`config.mk`:
```
export PLATFORM = sky130hd
export DESIGN_NAME = rv_iopmp_entry_bram_adapter_flat
export DESIGN_NICKNAME = d
export VERILOG_FILES = /design/src/rtl/rv_iopmp_entry_bram_adapter_pkg.sv /design/src/rtl/rv_iopmp_entry_bram_adapter_if.sv /design/src/rtl/rv_iopmp_entry_bram_adapter_line_buf.sv /design/src/rtl/rv_iopmp_entry_bram_adapter.sv /design/src/flat_wrapper.sv
export SDC_FILE = /design/constraint.sdc
export NUM_CORES = 1
export LEC_CHECK = 0
export ABC_AREA = 1
export CAP_MARGIN = 40
export CELL_PAD_IN_SITES_DETAIL_PLACEMENT = 1
export CELL_PAD_IN_SITES_GLOBAL_PLACEMENT = 1
export CORE_MARGIN = 5
export CORE_UTILIZATION = 33
export CTS_CLUSTER_DIAMETER = 30
export DETAILED_ROUTE_END_ITERATION = 16
export PLACE_DENSITY = 0.8
export SLEW_MARGIN = 10
export SYNTH_ARGS = -nofsm -noshare
export SYNTH_HDL_FRONTEND = slang
export SYNTH_SLANG_ARGS = --single-unit
```
`constraint.sdc`:
```
create_clock -name clk_i -period 3.4 [get_ports clk_i]
set_input_delay 1.02 -clock clk_i [delete_from_list [all_inputs] [get_ports clk_i]]
set_output_delay 1.02 -clock clk_i [all_outputs]
set_load 0.05 [all_outputs]
```
`src/rtl/rv_iopmp_entry_bram_adapter_pkg.sv`:
```
// Shared types and helpers for the IOPMP entry BRAM adapter.
// Contents: adapter FSM state enum, line-geometry helper functions.
package rv_iopmp_entry_bram_adapter_pkg;

  typedef enum logic [2:0] {
    ST_IDLE     = 3'd0,
    ST_WRITE    = 3'd1,
    ST_HIT      = 3'd2,
    ST_RD_ISSUE = 3'd3,
    ST_RD_WAIT  = 3'd4,
    ST_ERR      = 3'd5
  } bram_adapter_state_e;

  // Number of register-side words held in one BRAM line.
  function automatic int words_per_line(input int bram_dw, input int out_dw);
    return bram_dw / out_dw;
  endfunction

  function automatic logic is_pow2(input int v);
    return (v > 0) && ((v & (v - 1)) == 0);
  endfunction

endpackage

```
`src/rtl/rv_iopmp_entry_bram_adapter_if.sv`:
```
// Register-side request/response bundle of the entry BRAM adapter.
// master: regmap side (drives requests and flush); slave: adapter side.
// Signals: req_valid/req_ready handshake, req_we, req_addr {entry,word},
// req_wdata, req_be, rsp_valid pulse, rsp_rdata, rsp_err, flush.
interface rv_iopmp_entry_bram_adapter_if #(
  parameter int AW        = 5,
  parameter int OUT_WIDTH = 32
);
  logic                   req_valid;
  logic                   req_ready;
  logic                   req_we;
  logic [AW-1:0]          req_addr;
  logic [OUT_WIDTH-1:0]   req_wdata;
  logic [OUT_WIDTH/8-1:0] req_be;
  logic                   rsp_valid;
  logic [OUT_WIDTH-1:0]   rsp_rdata;
  logic                   rsp_err;
  logic                   flush;

  modport master (
    output req_valid, req_we, req_addr, req_wdata, req_be, flush,
    input  req_ready, rsp_valid, rsp_rdata, rsp_err
  );

  modport slave (
    input  req_valid, req_we, req_addr, req_wdata, req_be, flush,
    output req_ready, rsp_valid, rsp_rdata, rsp_err
  );
endinterface

```
`src/rtl/rv_iopmp_entry_bram_adapter_line_buf.sv`:
```
// One-line read buffer for the entry BRAM adapter.
// Holds a full BRAM line with its entry tag and valid bit, applies
// byte-enabled write-through when a write targets the buffered entry,
// and returns the selected word combinationally.
// Ports: clk_i/rst_i, flush_i (clears valid), wr_* (write-through),
// fill_* (load a line from BRAM), rd_word_i -> rd_data_o, valid_o, tag_o.
module rv_iopmp_line_buf #(
  parameter int BRAM_DWIDTH = 128,
  parameter int OUT_WIDTH   = 32,
  parameter int EW          = 3,
  parameter int WW          = 2
) (
  input  logic                   clk_i,
  input  logic                   rst_i,
  input  logic                   flush_i,
  input  logic                   wr_en_i,
  input  logic [EW-1:0]          wr_tag_i,
  input  logic [WW-1:0]          wr_word_i,
  input  logic [OUT_WIDTH-1:0]   wr_data_i,
  input  logic [OUT_WIDTH/8-1:0] wr_be_i,
  input  logic                   fill_en_i,
  input  logic                   fill_valid_i,
  input  logic [EW-1:0]          fill_tag_i,
  input  logic [BRAM_DWIDTH-1:0] fill_data_i,
  input  logic [WW-1:0]          rd_word_i,
  output logic                   valid_o,
  output logic [EW-1:0]          tag_o,
  output logic [OUT_WIDTH-1:0]   rd_data_o
);
  localparam int OB    = OUT_WIDTH / 8;
  localparam int WORDS = BRAM_DWIDTH / OUT_WIDTH;

  logic [BRAM_DWIDTH-1:0] line_q, line_d;
  logic [EW-1:0]          tag_q, tag_d;
  logic                   valid_q, valid_d;
  int                     wr_idx_s;
  int                     rd_idx_s;

  // Masking keeps the word index inside the line even when WORDS == 1.
  assign wr_idx_s  = int'(wr_word_i) & (WORDS - 1);
  assign rd_idx_s  = int'(rd_word_i) & (WORDS - 1);
  assign rd_data_o = line_q[rd_idx_s*OUT_WIDTH +: OUT_WIDTH];
  assign valid_o   = valid_q;
  assign tag_o     = tag_q;

  // Next line contents: fill beats write-through; flush always drops valid.
  always_comb begin
    line_d  = line_q;
    tag_d   = tag_q;
    valid_d = valid_q;
    if (fill_en_i) begin
      line_d  = fill_data_i;
      tag_d   = fill_tag_i;
      valid_d = fill_valid_i;
    end else if (wr_en_i && valid_q && (tag_q == wr_tag_i)) begin
      for (int b = 0; b < OB; b++) begin
        line_d[(wr_idx_s*OB + b)*8 +: 8] = wr_be_i[b] ? wr_data_i[b*8 +: 8]
                                                      : line_q[(wr_idx_s*OB + b)*8 +: 8];
      end
    end else begin
      line_d = line_q;
    end
    if (flush_i) begin
      valid_d = 1'b0;
    end else begin
      valid_d = valid_d;
    end
  end

  // Line, tag and valid registers.
  always_ff @(posedge clk_i) begin
    if (rst_i) begin
      line_q  <= {BRAM_DWIDTH{1'b0}};
      tag_q   <= {EW{1'b0}};
      valid_q <= 1'b0;
    end else begin
      line_q  <= line_d;
      tag_q   <= tag_d;
      valid_q <= valid_d;
    end
  end

endmodule

```
`src/rtl/rv_iopmp_entry_bram_adapter.sv`:
```
// Bridges the narrow regmap entry-access port to a wide entry BRAM.
// Writes go straight to BRAM with byte enables (and write through the line
// buffer on a tag match); reads hit the one-line buffer or fetch the line.
// Out-of-range entries get an error response without touching BRAM.
// Ports: clk_i, rst_i (sync, active-high); bus (request/response/flush,
// slave side); bram_en_o/we_o/addr_o/din_o/be_o, bram_dout_i.
module rv_iopmp_entry_bram_adapter
  import rv_iopmp_entry_bram_adapter_pkg::*;
#(
  parameter int BRAM_DWIDTH     = 128,
  parameter int OUT_WIDTH       = 32,
  parameter int DEPTH           = 8,
  parameter int BRAM_RD_LATENCY = 1,
  localparam int WORDS = words_per_line(BRAM_DWIDTH, OUT_WIDTH),
  localparam int EW    = (DEPTH > 1) ? $clog2(DEPTH) : 1,
  localparam int WW    = (WORDS > 1) ? $clog2(WORDS) : 1,
  localparam int AW    = EW + WW,
  localparam int OB    = OUT_WIDTH / 8,
  localparam int LB    = BRAM_DWIDTH / 8
) (
  input  logic                    clk_i,
  input  logic                    rst_i,
  rv_iopmp_entry_bram_adapter_if.slave bus,
  output logic                    bram_en_o,
  output logic                    bram_we_o,
  output logic [EW-1:0]           bram_addr_o,
  output logic [BRAM_DWIDTH-1:0]  bram_din_o,
  output logic [LB-1:0]           bram_be_o,
  input  logic [BRAM_DWIDTH-1:0]  bram_dout_i
);

  if (BRAM_DWIDTH % OUT_WIDTH != 0) begin : g_bad_width
    $error("BRAM_DWIDTH must be a multiple of OUT_WIDTH");
  end
  if (!is_pow2(WORDS)) begin : g_bad_words
    $error("BRAM_DWIDTH/OUT_WIDTH must be a power of two");
  end
  if ((BRAM_RD_LATENCY < 1) || (BRAM_RD_LATENCY > 4)) begin : g_bad_lat
    $error("BRAM_RD_LATENCY must be 1..4");
  end

  bram_adapter_state_e    state_q, state_d;
  logic                   ready_q, ready_d;
  logic                   rsp_valid_q, rsp_valid_d;
  logic [OUT_WIDTH-1:0]   rsp_rdata_q, rsp_rdata_d;
  logic                   rsp_err_q, rsp_err_d;
  logic                   bram_en_q, bram_en_d;
  logic                   bram_we_q, bram_we_d;
  logic [EW-1:0]          bram_addr_q, bram_addr_d;
  logic [BRAM_DWIDTH-1:0] bram_din_q, bram_din_d;
  logic [LB-1:0]          bram_be_q, bram_be_d;
  logic [EW-1:0]          entry_q, entry_d;
  logic [WW-1:0]          word_q, word_d;
  logic [1:0]             wait_cnt_q, wait_cnt_d;
  logic                   flushed_q, flushed_d;

  logic [EW-1:0]          req_entry_s;
  logic [WW-1:0]          req_word_s;
  int                     req_idx_s;
  logic                   in_range_s;
  logic                   hit_s;
  logic                   flush_seen_s;
  logic [OUT_WIDTH-1:0]   dout_word_s;
  logic                   lb_wr_en_s;
  logic                   lb_fill_en_s;
  logic                   lb_fill_valid_s;
  logic                   lb_valid_s;
  logic [EW-1:0]          lb_tag_s;
  logic [OUT_WIDTH-1:0]   lb_rd_data_s;

  assign req_entry_s  = bus.req_addr[AW-1:WW];
  assign req_word_s   = bus.req_addr[WW-1:0];
  assign req_idx_s    = int'(req_word_s) & (WORDS - 1);
  assign in_range_s   = int'(req_entry_s) < DEPTH;
  // A flush in the accept cycle must force a miss, so it masks the hit.
  assign hit_s        = lb_valid_s && (lb_tag_s == req_entry_s) && !bus.flush;
  assign flush_seen_s = flushed_q || bus.flush;
  assign dout_word_s  = bram_dout_i[(int'(word_q) & (WORDS - 1))*OUT_WIDTH +: OUT_WIDTH];

  rv_iopmp_line_buf #(
    .BRAM_DWIDTH (BRAM_DWIDTH),
    .OUT_WIDTH   (OUT_WIDTH),
    .EW          (EW),
    .WW          (WW)
  ) u_line_buf (
    .clk_i        (clk_i),
    .rst_i        (rst_i),
    .flush_i      (bus.flush),
    .wr_en_i      (lb_wr_en_s),
    .wr_tag_i     (req_entry_s),
    .wr_word_i    (req_word_s),
    .wr_data_i    (bus.req_wdata),
    .wr_be_i      (bus.req_be),
    .fill_en_i    (lb_fill_en_s),
    .fill_valid_i (lb_fill_valid_s),
    .fill_tag_i   (entry_q),
    .fill_data_i  (bram_dout_i),
    .rd_word_i    (req_word_s),
    .valid_o      (lb_valid_s),
    .tag_o        (lb_tag_s),
    .rd_data_o    (lb_rd_data_s)
  );

  // Next-state and next-output logic; every response and BRAM strobe is a
  // one-cycle pulse computed here and registered below.
  always_comb begin
    state_d         = state_q;
    ready_d         = ready_q;
    rsp_valid_d     = 1'b0;
    rsp_rdata_d     = {OUT_WIDTH{1'b0}};
    rsp_err_d       = 1'b0;
    bram_en_d       = 1'b0;
    bram_we_d       = 1'b0;
    bram_addr_d     = bram_addr_q;
    bram_din_d      = bram_din_q;
    bram_be_d       = {LB{1'b0}};
    entry_d         = entry_q;
    word_d          = word_q;
    wait_cnt_d      = wait_cnt_q;
    flushed_d       = flushed_q;
    lb_wr_en_s      = 1'b0;
    lb_fill_en_s    = 1'b0;
    lb_fill_valid_s = 1'b0;
    case (state_q)
      ST_IDLE: begin
        if (!ready_q) begin
          // Returning from a read response: reopen the port.
          ready_d = 1'b1;
        end else if (bus.req_valid) begin
          ready_d   = 1'b0;
          entry_d   = req_entry_s;
          word_d    = req_word_s;
          flushed_d = 1'b0;
          if (!in_range_s) begin
            state_d     = ST_ERR;
            rsp_valid_d = 1'b1;
            rsp_err_d   = 1'b1;
          end else if (bus.req_we) begin
            state_d     = ST_WRITE;
            bram_en_d   = 1'b1;
            bram_we_d   = 1'b1;
            bram_addr_d = req_entry_s;
            bram_din_d  = {WORDS{bus.req_wdata}};
            for (int w = 0; w < WORDS; w++) begin
              bram_be_d[w*OB +: OB] = (w == req_idx_s) ? bus.req_be : {OB{1'b0}};
            end
            rsp_valid_d = 1'b1;
            lb_wr_en_s  = 1'b1;
          end else if (hit_s) begin
            state_d     = ST_HIT;
            rsp_valid_d = 1'b1;
            rsp_rdata_d = lb_rd_data_s;
          end else begin
            state_d     = ST_RD_ISSUE;
            bram_en_d   = 1'b1;
            bram_addr_d = req_entry_s;
          end
        end else begin
          ready_d = ready_q;
        end
      end
      ST_WRITE, ST_HIT, ST_ERR: begin
        state_d = ST_IDLE;
        ready_d = 1'b1;
      end
      ST_RD_ISSUE: begin
        state_d    = ST_RD_WAIT;
        wait_cnt_d = 2'(BRAM_RD_LATENCY - 1);
        flushed_d  = flush_seen_s;
      end
      ST_RD_WAIT: begin
        flushed_d = flush_seen_s;
        if (wait_cnt_q == 2'd0) begin
          // Last wait cycle: bram_dout_i holds the line now.
          state_d         = ST_IDLE;
          rsp_valid_d     = 1'b1;
          rsp_rdata_d     = dout_word_s;
          lb_fill_en_s    = 1'b1;
          lb_fill_valid_s = !flush_seen_s;
        end else begin
          wait_cnt_d = wait_cnt_q - 2'd1;
        end
      end
      default: begin
        state_d = ST_IDLE;
        ready_d = 1'b1;
      end
    endcase
  end

  // State and registered outputs.
  always_ff @(posedge clk_i) begin
    if (rst_i) begin
      state_q     <= ST_IDLE;
      ready_q     <= 1'b1;
      rsp_valid_q <= 1'b0;
      rsp_rdata_q <= {OUT_WIDTH{1'b0}};
      rsp_err_q   <= 1'b0;
      bram_en_q   <= 1'b0;
      bram_we_q   <= 1'b0;
      bram_addr_q <= {EW{1'b0}};
      bram_din_q  <= {BRAM_DWIDTH{1'b0}};
      bram_be_q   <= {LB{1'b0}};
      entry_q     <= {EW{1'b0}};
      word_q      <= {WW{1'b0}};
      wait_cnt_q  <= 2'd0;
      flushed_q   <= 1'b0;
    end else begin
      state_q     <= state_d;
      ready_q     <= ready_d;
      rsp_valid_q <= rsp_valid_d;
      rsp_rdata_q <= rsp_rdata_d;
      rsp_err_q   <= rsp_err_d;
      bram_en_q   <= bram_en_d;
      bram_we_q   <= bram_we_d;
      bram_addr_q <= bram_addr_d;
      bram_din_q  <= bram_din_d;
      bram_be_q   <= bram_be_d;
      entry_q     <= entry_d;
      word_q      <= word_d;
      wait_cnt_q  <= wait_cnt_d;
      flushed_q   <= flushed_d;
    end
  end

  assign bus.req_ready = ready_q;
  assign bus.rsp_valid = rsp_valid_q;
  assign bus.rsp_rdata = rsp_rdata_q;
  assign bus.rsp_err   = rsp_err_q;
  assign bram_en_o     = bram_en_q;
  assign bram_we_o     = bram_we_q;
  assign bram_addr_o   = bram_addr_q;
  assign bram_din_o    = bram_din_q;
  assign bram_be_o     = bram_be_q;

endmodule

```
`src/flat_wrapper.sv`:
```
// flat-port wrapper written by rule: the top's interface ports become plain ports
module rv_iopmp_entry_bram_adapter_flat import rv_iopmp_entry_bram_adapter_pkg::*;
#(
  parameter int BRAM_DWIDTH     = 128,
  parameter int OUT_WIDTH       = 32,
  parameter int DEPTH           = 8,
  parameter int BRAM_RD_LATENCY = 1,
  localparam int WORDS = words_per_line(BRAM_DWIDTH, OUT_WIDTH),
  localparam int EW    = (DEPTH > 1) ? $clog2(DEPTH) : 1,
  localparam int WW    = (WORDS > 1) ? $clog2(WORDS) : 1,
  localparam int AW    = EW + WW,
  localparam int OB    = OUT_WIDTH / 8,
  localparam int LB    = BRAM_DWIDTH / 8
)
  (clk_i, rst_i, bram_en_o, bram_we_o, bram_addr_o, bram_din_o, bram_be_o, bram_dout_i, bus_req_valid, bus_req_we, bus_req_addr, bus_req_wdata, bus_req_be, bus_flush, bus_req_ready, bus_rsp_valid, bus_rsp_rdata, bus_rsp_err);
  rv_iopmp_entry_bram_adapter_if #(.AW(5), .OUT_WIDTH(OUT_WIDTH)) bus_i ();
  input  logic clk_i;
  input  logic rst_i;
  output logic bram_en_o;
  output logic bram_we_o;
  output logic [EW-1:0] bram_addr_o;
  output logic [BRAM_DWIDTH-1:0] bram_din_o;
  output logic [LB-1:0] bram_be_o;
  input  logic [BRAM_DWIDTH-1:0] bram_dout_i;
  input wire logic [$bits(bus_i.req_valid)-1:0] bus_req_valid;
  input wire logic [$bits(bus_i.req_we)-1:0] bus_req_we;
  input wire logic [$bits(bus_i.req_addr)-1:0] bus_req_addr;
  input wire logic [$bits(bus_i.req_wdata)-1:0] bus_req_wdata;
  input wire logic [$bits(bus_i.req_be)-1:0] bus_req_be;
  input wire logic [$bits(bus_i.flush)-1:0] bus_flush;
  output wire logic [$bits(bus_i.req_ready)-1:0] bus_req_ready;
  output wire logic [$bits(bus_i.rsp_valid)-1:0] bus_rsp_valid;
  output wire logic [$bits(bus_i.rsp_rdata)-1:0] bus_rsp_rdata;
  output wire logic [$bits(bus_i.rsp_err)-1:0] bus_rsp_err;
  assign bus_i.req_valid = bus_req_valid;
  assign bus_i.req_we = bus_req_we;
  assign bus_i.req_addr = bus_req_addr;
  assign bus_i.req_wdata = bus_req_wdata;
  assign bus_i.req_be = bus_req_be;
  assign bus_i.flush = bus_flush;
  assign bus_req_ready = bus_i.req_ready;
  assign bus_rsp_valid = bus_i.rsp_valid;
  assign bus_rsp_rdata = bus_i.rsp_rdata;
  assign bus_rsp_err = bus_i.rsp_err;
  rv_iopmp_entry_bram_adapter #(.BRAM_DWIDTH(BRAM_DWIDTH), .OUT_WIDTH(OUT_WIDTH), .DEPTH(DEPTH), .BRAM_RD_LATENCY(BRAM_RD_LATENCY)) u_core (.clk_i(clk_i), .rst_i(rst_i), .bus(bus_i), .bram_en_o(bram_en_o), .bram_we_o(bram_we_o), .bram_addr_o(bram_addr_o), .bram_din_o(bram_din_o), .bram_be_o(bram_be_o), .bram_dout_i(bram_dout_i));
endmodule
```
==> metrics.cfg <==
[clock_network]
cts_hold_buffers=0
clockRootBuffer=clkbuf_16
cts_tree=yes
htreeDepth=3
clock-sinks=230
cts.clk_slew.worst_paths_ns=0.04
clock_latency_ns=0.58
cts_made_buffers=76
post_cts_resize_count=0
post_cts_buffers=0
clk_path_buf_depth=3

[drt]
drt_iter0_markers=1222
drc=0
postRouteAntennaNets=0
drt-total-wl_um=61770
vias_per_cell=5.309
routedWlPerCell_um=20.89
first_pass_iters=6
vias=15700

[global_routing]
grt_overflow=0
grt_pass1_vias=16300
grtUsageMet1=0.3331
grt_pass1_wl_um=94350
met3_usage=0.04889
grt_max_degree=109
use_met2=0.4558
grt_usage=0.2700
grt_most_used_layer=met2
antenna_found_initial=1

[floorplan]
die_x_um=208.8
rows=72
floorplan.initialDensity=0.3358
fp.dieH_um=208.8
core_mm2=0.03883
dieArea_mm2=0.04358
io_pins=358

[worst_setup_path]
path_class=reg -> out
end_kind=primary output
start_kind=flip-flop
cpPeakStageDelay_ns=0.88
critPathArrivalTime_ns=1.91
path_buf_inv=1
path_max_fanout=5
slowest_stage=clkdlybuf4s50_1
cpLargestDelayFamily=buffers and inverters
critPathRequiredTime_ns=2.38
cp_cell_sequence=clkdlybuf4s50_1

[yosys]
synth-compound-area-share=0.08589
synth.largest_area_cell=dfxtp_1
ys_ff_latch=230
synth_fp_nets=2315
yosys-top-cells-area=dfxtp_1 (35%), nand2_1 (18%), nor2_1 (13%)
synth_warnings=0
synth_top_family_by_area=simple AND/OR/NAND/NOR gates
avgSynthCellArea_um2=6.104
synth_cell_types=28
syn_area_mm2=0.01304
syn-instance-count=2136
synth_top_area_frac=0.3532
yosys.area_share.xor_xnor=0
yosysSeqAreaShare=0.3532
synthMuxAreaShare=0
yosys.area_share.adder=0.004798
yosys.area_share.simple=0.4433

[timing]
fmax_ghz=0.3416
fin_ws_ns=0.4727
final_hold_viol_count=0
final-setup-viol-count=0
maxSlewHeadroom=0.4799
drv_slew=0
rsz0062_at_grt=false
tightest_slew_ns=0.7801
period_needed_ns=2.927
fin_skew_ns=0.02829
finalSetupTns_ns=0
period_share=0.8610

[cells_and_area]
drive_above_1_share=0.08368
final_nets=2558
final_core_util=0.4905
stdcell_count=2957
synthToLayoutAreaGrowth_pct=46.07

[power]
leakagePower_uw=0.007772
peakVddDrop_uv=334.8
total_power_uw=11600
powerDensity_mw_per_mm2=609.2

[run]
drv_cap=0

[placed_design]
dp.cells=2819
dp_hpwl_um=40910
place.gp.congestion=0.8464
dp_slack_ns=0.2698
io_buffers=356

[run_status]
status=complete, no violations

[min_path]
hp-class=reg -> reg

## worst min-delay path: cells and delay by family, from the launching register on
kind,cells,cell delay [ns]
AO/OA/AOI/OAI,1,0.05
flip-flops,1,0.30
AND/OR/NAND/NOR,1,0.06
## power breakdown
part | leakage [uW] | internal (uW) | switching (uW)
combinational | 0.00460 | 536 | 1070
clock | 0.00132 | 5140 | 2050
sequential | 0.00186 | 2760 | 49.3
total | 0.00777 | 8440 | 3160
## synth_stat cells (all sizes together)
library cell / count
a21oi: 70
nand2: 616
a31oi: 1
nor2: 468
inv: 32
o211ai: 1
ha: 5
nand3: 278
clkbuf: 90
o21ai: 111
o22ai: 32
nor3: 2
or2: 3
conb: 1
buf: 154
nand4: 38
dfxtp: 230
clkinv: 4
## final cells by class
type,count,area [um2]
fill,4979,19780
tap,518,648.1
clock buffer,103,2195
timing repair buffer,409,4026
antenna,1,2.502
multi-input combinational,1626,6983
inverter,36,138.9
clock inverter,34,444.2
sequential,230,4606
## final timing paths
| check | from | end | slack [ns] | cells past startpoint |
|---|---|---|---|---|
| setup reg to reg | u_core.wait_cnt_q[0] | u_core.u_line_buf.line_q[6] | 0.94 | 10 |
| setup / recovery | u_core.bram_din_o[99] | bram_din_o[35] | 0.47 | 1 |
| hold / removal | u_core.u_line_buf.line_q[62] | u_core.u_line_buf.line_q[62] | 0.47 | 2 |
| hold reg to reg | u_core.u_line_buf.line_q[62] | u_core.u_line_buf.line_q[62] | 0.47 | 2 |
## sequential cells by signal (all words and copies together), names as in the netlist, 2 cells and up
name / count
u_core.u_line_buf.line_q: 128
u_core.bram_addr_o: 3
u_core.u_line_buf.tag_o: 3
u_core.bus.rsp_rdata: 32
u_core.bram_be_o: 16
u_core.entry_q: 3
u_core.bram_din_o: 32
u_core.wait_cnt_q: 2
u_core.state_q: 3
u_core.word_q: 2
## kinds of logic (layout without fill, tap and decap cells)
logic type               after synthesis  after routing
flip-flops                           230            230
buffers and inverters                280            582
AND/OR/NAND/NOR                     1405           1405
adder cells (fa/ha/maj)                5              5
other                                  1              2
AO/OA/AOI/OAI                        215            215
## routing by layer
layer	routed length [um]	vias to the layer above
met2	29590	632
met4	2597	0
met3	4095	141
li1	-	7316
met5	0	-
met1	25480	7609
## cell usage in the layout, fill, tap and decap left out, types with 28 or more instances in the layout
master,count
nand2_1,615
o21ai_0,110
a21oi_1,70
nor2_1,462
o22ai_1,32
nand3_1,276
nand4_1,37
buf_4,49
dfxtp_1,229
clkdlybuf4s50_1,353
clkbuf_16,77
inv_1,28
## through the flow
step / hold slack, ns / instance area [um2]
finish: 0.4664 / 19040
global route: 0.4805 / 19040
CTS: 0.4658 / 19040
detailed placement: 0.4577 / 16400
global placement: 0.4524 / 16380
floorplan: 0.4407 / 13040
No activity file was read; power rests on OpenSTA's default activity.
